==> config.mk <==
export PLATFORM = sky130hd
export DESIGN_NAME = lru_tracker
export DESIGN_NICKNAME = d
export VERILOG_FILES = /design/src/rtl/lru_tracker_pkg.sv /design/src/rtl/lru_order_update.sv /design/src/rtl/lru_tracker.sv
export SDC_FILE = /design/constraint.sdc
export NUM_CORES = 1
export LEC_CHECK = 0
export CAP_MARGIN = 30
export CORE_MARGIN = 3
export CORE_UTILIZATION = 50
export CTS_BUF_LIST = sky130_fd_sc_hd__clkbuf_8
export CTS_CLUSTER_DIAMETER = 30
export CTS_CLUSTER_SIZE = 30
export DETAILED_ROUTE_END_ITERATION = 12
export GPL_ROUTABILITY_DRIVEN = 0
export MAX_ROUTING_LAYER = met4
export PLACE_DENSITY = 0.68
export SLEW_MARGIN = 20
export SYNTH_ARGS = -nofsm -noshare
export SYNTH_HDL_FRONTEND = slang
export SYNTH_SLANG_ARGS = --single-unit
export TNS_END_PERCENT = 5
==> constraint.sdc <==
create_clock -name clk -period 3.2 [get_ports clk]
set_input_delay 0.48 -clock clk [delete_from_list [all_inputs] [get_ports clk]]
set_output_delay 0.48 -clock clk [all_outputs]
set_load 0.02 [all_outputs]
==> src/rtl/lru_tracker_pkg.sv <==
// Shared types and defaults for the per-set true-LRU replacement tracker.
// Latency: n/a (declarations only).
// Backpressure: n/a.
package lru_tracker_pkg;

   localparam int LRU_WAYS = 4;
   localparam int LRU_SETS = 8;

   // Index width for a count of n items, never narrower than one bit.
   function automatic int lru_idx_w(input int n);
      return (n > 1) ? $clog2(n) : 1;
   endfunction

   localparam int LRU_WAY_W = lru_idx_w(LRU_WAYS);

   // Way index as seen by the cache controller.
   typedef logic [LRU_WAY_W-1:0] lru_way_t;

   // Recency-stack operation applied to a single set.
   typedef enum logic [1:0] {
      LRU_NONE  = 2'd0,
      LRU_TOUCH = 2'd1,
      LRU_INVAL = 2'd2
   } lru_op_e;

endpackage

==> src/rtl/lru_order_update.sv <==
// Next recency stack of one set for a touch (to MRU) or inval (to LRU).
// Latency: purely combinational.
// Backpressure: none; a way not present in the stack leaves it unchanged.
module lru_order_update
   import lru_tracker_pkg::*;
#(
   parameter int WAYS  = LRU_WAYS,
   parameter int WAY_W = lru_idx_w(WAYS)
) (
   input  logic [WAYS-1:0][WAY_W-1:0] order_in,
   input  lru_op_e                    op,
   input  logic [WAY_W-1:0]           way,
   output logic [WAYS-1:0][WAY_W-1:0] order_out
);

   int   k;
   logic found;

   // Locate the way, then rotate the slice between it and the target end.
   always_comb begin
      order_out = order_in;
      k         = 0;
      found     = 1'b0;
      // An out-of-range way never matches, because the stack is a permutation.
      for (int p = 0; p < WAYS; p++) begin
         if (order_in[p] == way) begin
            k     = p;
            found = 1'b1;
         end
      end
      if (found) begin
         case (op)
            LRU_TOUCH: begin
               for (int p = 0; p < WAYS-1; p++) begin
                  if (p >= k) order_out[p] = order_in[p+1];
               end
               order_out[WAYS-1] = way;
            end
            LRU_INVAL: begin
               for (int p = 1; p < WAYS; p++) begin
                  if (p <= k) order_out[p] = order_in[p-1];
               end
               order_out[0] = way;
            end
            default: ;
         endcase
      end
   end

endmodule

==> src/rtl/lru_tracker.sv <==
// Per-set true-LRU tracker: touch promotes to MRU, inval demotes to LRU, victim = LRU.
// Latency: victim_way combinational from state; updates visible next cycle; conflict 1 cycle.
// Backpressure: none; one touch and one inval per cycle, same-set inval dropped and flagged.
module lru_tracker
   import lru_tracker_pkg::*;
#(
   parameter int WAYS  = LRU_WAYS,
   parameter int SETS  = LRU_SETS,
   parameter int WAY_W = lru_idx_w(WAYS),
   parameter int SET_W = lru_idx_w(SETS)
) (
   input  logic             clk,
   input  logic             rst_n,
   input  logic             touch,
   input  logic [SET_W-1:0] touch_set,
   input  logic [WAY_W-1:0] touch_way,
   input  logic             inval,
   input  logic [SET_W-1:0] inval_set,
   input  logic [WAY_W-1:0] inval_way,
   input  logic [SET_W-1:0] query_set,
   output logic [WAY_W-1:0] victim_way,
   output logic             conflict
);

   typedef logic [WAYS-1:0][WAY_W-1:0] stack_t;

   // Identity order: way p sits at position p.
   function automatic stack_t reset_stack();
      stack_t r;
      for (int p = 0; p < WAYS; p++) r[p] = WAY_W'(p);
      return r;
   endfunction

   stack_t order_q [SETS];
   stack_t touch_cur, inval_cur;
   stack_t touch_next, inval_next;
   logic   touch_ok, inval_ok;
   logic   same_set;
   logic   touch_apply, inval_apply;

   // An op is live only when its set and way both address real storage.
   assign touch_ok    = touch && (32'(touch_set) < 32'(SETS)) && (32'(touch_way) < 32'(WAYS));
   assign inval_ok    = inval && (32'(inval_set) < 32'(SETS)) && (32'(inval_way) < 32'(WAYS));
   assign same_set    = touch_ok && inval_ok && (touch_set == inval_set);
   assign touch_apply = touch_ok;
   assign inval_apply = inval_ok && !same_set;

   // Fetch the current stacks of the touched and invalidated sets.
   always_comb begin
      touch_cur = reset_stack();
      inval_cur = reset_stack();
      for (int s = 0; s < SETS; s++) begin
         if (touch_set == SET_W'(s)) touch_cur = order_q[s];
         if (inval_set == SET_W'(s)) inval_cur = order_q[s];
      end
   end

   lru_order_update #(
      .WAYS  (WAYS),
      .WAY_W (WAY_W)
   ) u_touch_upd (
      .order_in  (touch_cur),
      .op        (touch_apply ? LRU_TOUCH : LRU_NONE),
      .way       (touch_way),
      .order_out (touch_next)
   );

   lru_order_update #(
      .WAYS  (WAYS),
      .WAY_W (WAY_W)
   ) u_inval_upd (
      .order_in  (inval_cur),
      .op        (inval_apply ? LRU_INVAL : LRU_NONE),
      .way       (inval_way),
      .order_out (inval_next)
   );

   // Write back the addressed stacks; a same-set collision keeps only the touch.
   always_ff @(posedge clk or negedge rst_n) begin
      if (!rst_n) begin
         for (int s = 0; s < SETS; s++) order_q[s] <= reset_stack();
         conflict <= 1'b0;
      end else begin
         for (int s = 0; s < SETS; s++) begin
            if (touch_apply && (touch_set == SET_W'(s)))
               order_q[s] <= touch_next;
            else if (inval_apply && (inval_set == SET_W'(s)))
               order_q[s] <= inval_next;
         end
         conflict <= same_set;
      end
   end

   // Victim is the LRU entry of the queried set; unmapped sets read as way 0.
   always_comb begin
      victim_way = '0;
      for (int s = 0; s < SETS; s++) begin
         if (query_set == SET_W'(s)) victim_way = order_q[s][0];
      end
   end

endmodule

Yosys cells after proc, flatten, opt, wreduce, memory -nomap -nowiden
Index checks and enable logic that the tools add are counted.
{ "classes": {"magnitude_cmp": 12, "eq_ne": 34, "n_mux": 72, "n_reduce_logical": 31} }
{ "ops": {"columns": ["op", "n"], "rows": [
  ["$mux 8", 34],
  ["$mux 2", 25],
  ["$eq 3x3->1 const B", 12],
  ["$pmux 8 s2", 2],
  ["$logic_and 1x1->1", 19],
  ["$eq 3x2->1 const B", 6],
  ["$eq 2x2->1", 8],
  ["$reduce_bool 2->1", 8],
  ["$mux 1", 11],
  ["$eq 3x1->1 const B", 3],
  ["$logic_not 3->1", 3],
  ["$ge 1x2->1 const A", 4],
  ["$le 2x2->1 const A", 4],
  ["$ge 2x2->1 const A", 2],
  ["$le 1x2->1 const A", 2],
  ["$eq 3x3->1", 1],
  ["$eq 1x2->1 const B", 1],
  ["$eq 2x1->1 const B", 1],
  ["$eq 2x2->1 const B", 1],
  ["$eq 1x1->1 const B", 1],
  ["$logic_not 1->1", 1]
]} }
{ "totals": {"register_bits": 65, "input_bits": 17, "elab_cells": 182} }

Depth between registers and ports, before layout
Gate-level depths: netlist (run 1).
{ "logic_depth": {"depth_word": 19, "ltp_mapped": 13, "depth_no_buf": 9} }

Cells and area by module
Synthesis (run 1) repeated with hierarchy kept, for this count alone.
{ "hier_totals": {"cells_unflattened": 604, "hier_area_um2": 5607.9} }
{ "modules_own_cells": {"columns": ["mod", "n_inst", "cells_per_inst", "area_each_um2"], "rows": [
  ["lru_tracker", 1, 482, 4609.4],
  ["lru_order_update", 2, 61, 499.2]
]} }

Worst setup path before layout (run 1)
Ideal clock, no wire load.
{ "synth_path": {"path_kind": "input to register", "start": "input port touch_set[0]", "end": "register order_q[40] (netlist bit)", "setup_time_ns": 0.154, "arrival_time_ns": 2.841, "slack_ns": 0.204, "path_stages": 9, "path_buffers": 2, "path_cell_list": "buf_2 -> buf_2 -> mux4_2 -> a32oi_1 -> o221a_2 -> o21ai_2 -> a211oi_4 -> mux2i_1 -> o221ai_1"} }
{ "synth_via": {"elab_chain_cells": 18, "elab_cells_between_ends": 45, "classes_between": "order compare (1); eq/ne (14); mux (23); reduce/logical (7)"} }
{ "synth_lines": {"columns": ["item", "line", "rtl"], "rows": [
  ["start: declaration", "lru_tracker.sv:15", "input logic [SET_W-1:0] touch_set,"],
  ["$logic_not 3->1", "lru_tracker.sv:53", "if (touch_set == SET_W'(s)) touch_cur = order_q[s];"],
  ["$mux 8 (8 in series)", "lru_tracker.sv:53", null],
  ["$eq 2x2->1", "lru_order_update.sv:26", "if (order_in[p] == way) begin"],
  ["$mux 1", "lru_order_update.sv:26", null],
  ["$mux 2 (2 in series)", "lru_order_update.sv:26", null],
  ["$ge 1x2->1", "lru_order_update.sv:35", "if (p >= k) order_out[p] = order_in[p+1];"],
  ["$mux 2", "lru_order_update.sv:35", null],
  ["$pmux 8 s2", "lru_order_update.sv:32", "case (op)"],
  ["$mux 8", "lru_order_update.sv:31", "if (found) begin"],
  ["$mux 8", "lru_tracker.sv:85", "if (touch_apply && (touch_set == SET_W'(s)))"],
  ["end signal: indexed assignment", "lru_tracker.sv:86", "order_q[s] <= touch_next;"],
  ["end signal: indexed assignment", "lru_tracker.sv:88", "order_q[s] <= inval_next;"],
  ["end: declaration", "lru_tracker.sv:34", "stack_t order_q [SETS];"]
]} }
Parallel ways exist; a longest one is shown, timed or not. The select of a mux whose other input is x is not followed.
A chain may end at the register's enable or synchronous reset.

Worst setup path in the final report (run 1)
{ "layout_path": {"start": "input port touch_set[1]", "end": "register order_q[5] (netlist bit)"} }
{ "layout_via": {"elab_chain_cells": 18, "elab_cells_between_ends": 47, "classes_between": "order compare (2); eq/ne (14); mux (24); reduce/logical (7)"} }
{ "layout_lines": {"columns": ["item", "line"], "rows": [
  ["$logic_not 3->1", "lru_tracker.sv:53"],
  ["$mux 8 (8 in series)", "lru_tracker.sv:53"],
  ["$eq 2x2->1", "lru_order_update.sv:26"],
  ["$mux 1", "lru_order_update.sv:26"],
  ["$mux 2 (2 in series)", "lru_order_update.sv:26"],
  ["$le 2x2->1 or $ge 2x2->1 (tied branches)", "lru_order_update.sv:41, lru_order_update.sv:35"],
  ["$mux 2, on equally long branches", "lru_order_update.sv:41, lru_order_update.sv:35"],
  ["$pmux 8 s2", "lru_order_update.sv:32"],
  ["$mux 8", "lru_order_update.sv:31"],
  ["$mux 8", "lru_tracker.sv:85"]
]} }
Parallel ways exist; a longest one is shown, timed or not. The select of a mux whose other input is x is not followed.

==> out/results.txt, run 1 <==
Counting every net in the synthesized netlist gives 530. The wire length per cell is 25.7 um, and the achievable clock frequency is 0.328 GHz. The horizontal die dimension works out to 104 um. The biggest area consumer among synthesized cells is sky130_fd_sc_hd__dfstp_2.

For the DRC violation count after routing, the log shows 2. On the critical path the largest part of the delay comes from compound AO/OA/AOI/OAI gates. The flow ran to the end, but the final reports show violations. The run gives 5,220 as the number of global-route vias before repair. The logs give 635 for the final-stage net count and 3 for the number of levels the H-tree was split into. For the number of antenna violations at the first check in global routing, the log shows 0. The die covers 10,900 um^2. Entering global routing, the biggest net connects 35 pins.

Summed over its instances, the top area cell type makes up 17.4% of the synthesized netlist area. The initialized floorplan defines 35 standard-cell rows. The run gives 758 as the final-layout fill cell count.

For this block, the routed nets add up to 19.3 mm of wire. In this run the count of I/O pins placed on the die edge is 20. Counting flops with a built-in enable in the synthesized netlist gives 0.

Across the VDD grid, the largest voltage drop is 0.458 mV. Leaving out filler cells and counting taps, the final layout contains 752. Number of buffers and inverters on the critical path: 3.

The longest clock path from root to sink contains 2 buffers. Most used flip-flop cell after synthesis: sky130_fd_sc_hd__dfrtp_1. Number of vias per cell after detailed routing: 7.11. Starting DRC count in detailed routing: 909. The clock arrives with 0.0142 ns of skew.

STA classifies the critical path startpoint as a primary input. At the pin with the least slew margin, the transition time is 0.800 ns. Once detailed placement completed, the half-perimeter wirelength came to 13.4 mm.

Across the run, the number of max-cap violations was 0. Counting tap cells, the placed design contains a total of 730 instances. For the clock latency at the later pin of the worst-skew pair, the log shows 0.35 ns.

The slowest stage of the critical path is the sky130_fd_sc_hd__or4_4 cell. The clock-pin slew on the worst setup and hold paths works out to 0.07 ns. The run gives 5,345 as the via count of the routed design. For the sequential cell area fraction in the yosys report, the log shows 34.5%.

Counting flops and latches in the post-synthesis netlist gives 65. The fraction of layout cells with a size suffix above 1 was 33.9%. Yosys mapped the design onto 70 distinct sky130hd cell types. With fillers left out, the area of the finished cells amounts to 6190 um^2. Prior to clock tree synthesis, the placed netlist has a worst setup slack of -0.428 ns. The number of input and output port buffers inserted works out to 19. Kind of end point of the critical path: a register. The critical path is of the in2reg type. In the synthesized netlist the async set-or-reset flop fraction comes to 100%.

The mean post-synth cell area is 9.41 um^2, and the number of hold buffers added after CTS is 0. The repair_antennas step left the layout with diodes totalling 0. Setup violations remaining at the end of the flow were counted as 0. In this run the register-to-register setup slack is 0.37 ns. The root buffer cell chosen for the clock tree is sky130_fd_sc_hd__clkbuf_8. The placed instances occupy a cell area of 5870 um^2.

The final reports fail on design-rule violations. The total overflow left after global routing is 0. The initial standard-cell utilization of the core came out at 51.8%.

The final critical-path share of the clock period is 95.3%. The power density over cell area was 776 nW/um^2. After synthesis, the cell types taking the most area are sky130_fd_sc_hd__dfstp_2, sky130_fd_sc_hd__dfrtp_1, sky130_fd_sc_hd__o221ai_1. Measured against its own limit, the worst slew margin works out to 46.7%. Clock tree synthesis found a total of 65 sinks.

The logs give 3.29 ns for the arrival time reported for the critical path endpoint and 0 for the residual antenna-violating net count after detailed routing. Power comes to 4810 uW. In the post-route analysis, the smallest setup slack over all paths is 0.150 ns. The floorplan step defined a core boundary enclosing 9330 um^2. In this run the vertical extent of the chip is 104 um.

For this run, the number of Yosys warnings is 0. Global routing used 36.2% of the available tracks. Netlist area before placement: 4830 um^2.

The area used by multi-input combinational logic is 2980 um^2. The synthesis-to-finish area growth works out to 28.2%. The worst hold path belongs to the class in2async.

In this run the worst path has a maximum fanout of 8. Traced cell by cell, the critical path runs through dlygate4sd2_1 > buf_12 > buf_4 > mux2_4 > a221o_1 > nor4bb_1 > or4_4 > a21o_1 > o211ai_4 > nand2_4 > o21ai_2 > o221ai_1. Summed over all cells, the static leakage comes to 0.00258 uW. Setup repair after global routing could not meet its margin everywhere.

TritonCTS built the clock tree. The tools report the final-report hold violation count as 0. For the first-pass iteration count of the detailed router, the log shows 12. For this run, the slowest stage of the critical path takes 0.52 ns.

The synthesized instance count was 513; the number of pins with negative max-slew slack in the final report was 0. The number of buffers inserted during clock tree synthesis was 9; the global-route wire length before repair was 29.6 mm. Shortest clock period the worst path allows after layout: 3.05 ns. The sequential standard cell area is 1670 um^2, and the data required time of the worst path is 3.44 ns.
-- worst register-to-register path, delay by kind of cell (launching register included) --
family / cells / cell delay, ns
multiplexers: 1 / 0.28
AND/OR/NAND/NOR: 3 / 0.78
flip-flops: 1 / 0.45
AO/OA/AOI/OAI: 5 / 1.23
-- timing repair --
action,CTS,global route
setup endpoints to repair,33,47
pin swaps,5,3
buffers inserted,6,0
resized for setup,9,8
-- routing by layer --
metal  global-route usage (%)  vias up  wire [um]
met5                        -        -          0
met3                     8.50      122       2530
met1                     47.4     2559       7260
met2                     54.0      454       8430
met4                     15.3        0       1100
li1                         -     2210          -
-- area by class of cell --
type / instances / area share, %
flip-flops and latches: 65 / 26.9
well taps: 129 / 2.61
multi-input cells: 398 / 48.1
inverters: 16 / 0.970
clock buffers: 13 / 2.89
repair buffers: 128 / 17.9
clock inverters: 3 / 0.626
-- registers in the layout, summed over array words and instances, names as in the netlist --
register  cells
conflict      1
order_q      64
-- Yosys cell counts, types with 11 or more instances --
cell type and n:
sky130_fd_sc_hd__dfrtp_1 33, sky130_fd_sc_hd__mux2i_1 16, sky130_fd_sc_hd__inv_1 15, sky130_fd_sc_hd__buf_2 11, sky130_fd_sc_hd__o221ai_1 70, sky130_fd_sc_hd__buf_1 11
sky130_fd_sc_hd__o21ai_0 12, sky130_fd_sc_hd__nand3_1 14, sky130_fd_sc_hd__mux4_2 15, sky130_fd_sc_hd__dfstp_2 32, sky130_fd_sc_hd__nor2_1 24, sky130_fd_sc_hd__nand2_1 101
-- power by group --
part           switching [uW]  internal (uW)
logic                    1250           1120
clock network             324            441
registers                 373           1300
total                    1950           2860
-- placed cells by master (no fill, tap or decap), types with 5 or more instances in the layout --
cell type,netlist,final
sky130_fd_sc_hd__a22oi_1,9,7
sky130_fd_sc_hd__mux2i_1,16,16
sky130_fd_sc_hd__mux4_2,15,15
sky130_fd_sc_hd__nand3_1,14,14
sky130_fd_sc_hd__buf_12,0,8
sky130_fd_sc_hd__a21oi_1,10,9
sky130_fd_sc_hd__dfstp_2,32,32
sky130_fd_sc_hd__mux2_2,9,9
sky130_fd_sc_hd__clkbuf_8,0,13
sky130_fd_sc_hd__xnor2_1,10,10
sky130_fd_sc_hd__o21ai_0,12,11
sky130_fd_sc_hd__nand2_1,101,101
sky130_fd_sc_hd__nor2_1,24,23
sky130_fd_sc_hd__buf_4,1,99
sky130_fd_sc_hd__and2_1,10,9
sky130_fd_sc_hd__nand2b_1,5,5
sky130_fd_sc_hd__clkdlybuf4s50_1,0,15
sky130_fd_sc_hd__inv_1,15,15
sky130_fd_sc_hd__dfrtp_1,33,33
sky130_fd_sc_hd__o22ai_1,8,8
sky130_fd_sc_hd__o221ai_1,70,70
-- final timing paths --
path | from | to | cells after the start
worst max register to register | order_q[41] | order_q[5] | 9
worst max-delay path | touch_set[1] | order_q[5] | 12
min in group clk | order_q[59] | order_q[59] | 2
worst min-delay path | rst_n | order_q[40] | 1
max in group asynchronous | rst_n | order_q[53] | 2
worst min register to register | order_q[59] | order_q[59] | 2
-- per-stage QoR --
stage	hold WS, ns	setup TNS (ns)	utilization [%]
6_report	0.229	0	66.4
5_1_grt	0.270	-0.0109	66.4
4_1_cts	0.235	0	66.1
3_5_place_dp	0.498	-23.18	62.9
3_3_place_gp	0.487	-16.37	62.9
2_1_floorplan	0.184	0	-
-- logic make-up (layout without fill, tap and decap cells) --
group,count (synthesis),in the layout,share of synthesized area (%)
simple gates,174,174,16.1
compound gates,163,163,27.5
flops,65,65,34.5
buf+inv,50,160,4.71
mux,48,48,14.9
xor+xnor,13,13,2.36
(Power assumes the default switching activity.)
==> run 2, diff against run 1 <==
- MAX_ROUTING_LAYER: met4 -> not set
- SLEW_MARGIN: 20 -> not set
==> run 2 against run 1 <==
- the flow now finishes without violations
- die area stayed put
- worst setup slack got worse by 0.033 ns
- hold slack worse by 0.0095 ns
- power up 0.36%
- via count up 0.69%
- cell area unchanged
- clock-buffer cell count is the same
- largest cell class unchanged
- critical endpoint is now order_q[27]
- global-route usage decreased by 1.0 points
==> out/results.txt, run 2 (synthesis results as in run 1) <==
Die area: 10,900 um^2 (unchanged). Number of flip-flops under the largest register name: 64 (unchanged). The clock-pin slew on the worst setup and hold paths was 0.08 ns (about the same); the via count of the routed design was 5,382 (+0.69%).

The horizontal die dimension was 104 um (unchanged). The power density over cell area works out to 779 nW/um^2 (+0.36%). The largest registers in the layout are order_q (64), conflict (1). The final total negative setup slack is 0 ns (unchanged), and the clock latency at the later pin of the worst-skew pair is 0.36 ns (about the same). The critical path class is in2reg. STA classifies the critical path startpoint as a primary input. The met1 demand-to-capacity share in global routing was 46.8% (-0.60 points). The fraction of met3 tracks used by global routing is 9.12% (+0.62 points).

The synthesis-to-finish area growth was 28.2% (unchanged). Number of vias per cell after detailed routing: 7.16 (+0.69%). For the worst slew margin relative to its limit, the log shows 47.0% (+0.32 points). The worst setup timing slack at the placement stage is -0.428 ns (unchanged), and the number of failing setup endpoints in the final timing report is 0 (unchanged).

The largest fanout of any net on the critical path is 8 (unchanged), and the initial standard-cell utilization of the core is 51.8% (unchanged). The worst setup path is captured at a register. The tools report the achievable clock frequency as 0.324 GHz (-1.1%). For the row count, the log shows 35 (unchanged).

The count of placed standard cells in the final layout, fillers left out came out at 752 (unchanged). The startpoint identified for the worst register-to-register timing path is order_q[41]. The tools report the first-pass iteration count of the detailed router as 9 (-3). The tools report the clock sink total as 65 (unchanged). Register with the highest flop count: order_q. The global routing stage identified its most utilized layer as met2.

The I/O pin count is 20 (unchanged). The logs give 0.0139 ns (-0.000249 ns) for the worst clock skew on the final layout and 35 (unchanged) for the largest net degree at the start of global routing. The number of hold buffers added after CTS is 0 (unchanged).

In the layout the commonest cells are sky130_fd_sc_hd__nand2_1, sky130_fd_sc_hd__buf_4, sky130_fd_sc_hd__o221ai_1. The global-route wire length before repair came out at 29.6 mm (unchanged). The tree is rooted in a sky130_fd_sc_hd__clkbuf_8. The data required time of the worst path was 3.41 ns (-0.03 ns).

The die boundary height was 104 um (unchanged). The arrival time reported for the critical path endpoint was 3.29 ns (about the same). Final-stage net count: 635 (unchanged). The number of violations of the max-capacitance limit is 0 (unchanged), and the final core area utilization is 66.4% (unchanged). The run gives 54.0% (unchanged) as the fraction of met2 tracks used by global routing.

The number of global-route vias before repair is 5,225 (+0.096%), and the number of input and output port buffers inserted is 19 (unchanged). The tools report the worst setup path startpoint as touch_set[1]. For the leakage component of the power, the log shows 0.00258 uW (unchanged). Core outline area: 9330 um^2 (unchanged). The logs give 829 (-8.8%) for the starting DRC count in detailed routing and 0 (unchanged) for the residual antenna-violating net count after detailed routing. The worst ir drop on vdd was 0.458 mV (about the same); the wire length per cell was 25.9 um (+0.91%). The final-report hold violation count was 0 (unchanged). The global route total overflow is 0 (unchanged), and the number of buffers inserted during clock tree synthesis is 9 (unchanged). The shortest clock period the worst path allows after layout was 3.08 ns (+0.0328 ns); the placed wire-length estimate was 13.4 mm (unchanged). The final critical-path share of the clock period came out at 96.3% (+1.0 points). For the number of levels the H-tree was split into, the log shows 3 (unchanged).

Instance count after placement with tap cells included: 730 (unchanged). The DRC violation count after routing came out at 0 (-2). TritonCTS built the clock tree. The final-layout fill cell count is 758 (unchanged), and the measured slew at the worst slew-check pin is 0.795 ns (-0.00482 ns). The most frequent standard cell in the layout excluding fill and tap cells is sky130_fd_sc_hd__nand2_1. For the number of antenna violations at the first check in global routing, the log shows 0 (unchanged). The worst hold-check path type is in2async.

The run gives 19.5 mm (+0.91%) as the sum of routed wire length over all layers. The tools report the slack of the critical path as 0.117 ns (-0.0328 ns). The number of pins with negative max-slew slack in the final report was 0 (unchanged). The number of diodes is 0 (unchanged). The run finished with clean final reports.

The buffer depth of the longest clock path is 2 (unchanged). The fraction of layout cells with a size suffix above 1 came out at 33.9% (unchanged). Aggregate global-route resource usage: 35.2% (-1.0 points).

Setup repair after global routing could not meet its margin everywhere.
-- run 2: cell counts in the layout (fill, tap and decap cells not counted) --
Identical to the previous run, type by type.
-- run 2: final cells by class --
class                   count  area, um^2  share of cell area, %
multi-input cells         398        2980                   48.1
flip-flops and latches     65        1670                   26.9
repair buffers            128        1110                   17.9
clock buffers              13         179                   2.89
well taps                 129         161                   2.61
inverters                  16        60.1                  0.970
clock inverters             3        38.8                  0.626
-- run 2: power breakdown --
group / leakage (uW) / internal (uW) / total, uW / switching, uW
logic: 0.00170 / 1120 / 2380 / 1260
clock network: 0.000117 / 441 / 770 / 329
registers: 0.000763 / 1300 / 1670 / 376
-- run 2: worst max-delay path, stage by stage --
cell and delay (ns):
sky130_fd_sc_hd__dlygate4sd2_1 0.26, sky130_fd_sc_hd__buf_12 0.14, sky130_fd_sc_hd__buf_4 0.13, sky130_fd_sc_hd__mux2_4 0.29, sky130_fd_sc_hd__a221o_1 0.31, sky130_fd_sc_hd__nor4bb_1 0.13, sky130_fd_sc_hd__or4_4 0.52, sky130_fd_sc_hd__a21o_1 0.22
sky130_fd_sc_hd__a21oi_2 0.22, sky130_fd_sc_hd__mux2i_2 0.24, sky130_fd_sc_hd__buf_4 0.19, sky130_fd_sc_hd__o221ai_1 0.16
-- run 2: timing repair --
item                                    CTS  global route
gates cloned                              0             0
gates resized for setup                   9             8
setup buffers                             6             0
pin swaps                                 5             3
endpoints found under the setup margin   33            46
-- run 2: layer usage --
layer / wire length, um / vias up
met3: 2700 / 134
met1: 7160 / 2571
met2: 8390 / 463
met5: 0 / -
met4: 1250 / 0
li1: - / 2214
-- run 2: worst paths after layout --
| kind | end | slack (ns) | cells past startpoint |
|---|---|---|---|
| max | order_q[27] | 0.12 | 12 |
| min | order_q[40] | 0.22 | 1 |
| max reg2reg | order_q[27] | 0.33 | 9 |
| min reg2reg | order_q[59] | 0.52 | 2 |
| max in group asynchronous | order_q[21] | 2.28 | 2 |
| min in group clk | order_q[59] | 0.52 | 2 |
-- run 2: metrics by stage --
stage | total power, uW | area, um^2 | hold slack, ns
after global placement | 3780 | 5870 | 0.487
after CTS | 4700 | 6170 | 0.235
final | 4820 | 6190 | 0.220
after floorplan | 2930 | 4830 | 0.184
after global routing | 5030 | 6190 | 0.267
after detailed placement | 3870 | 5870 | 0.498
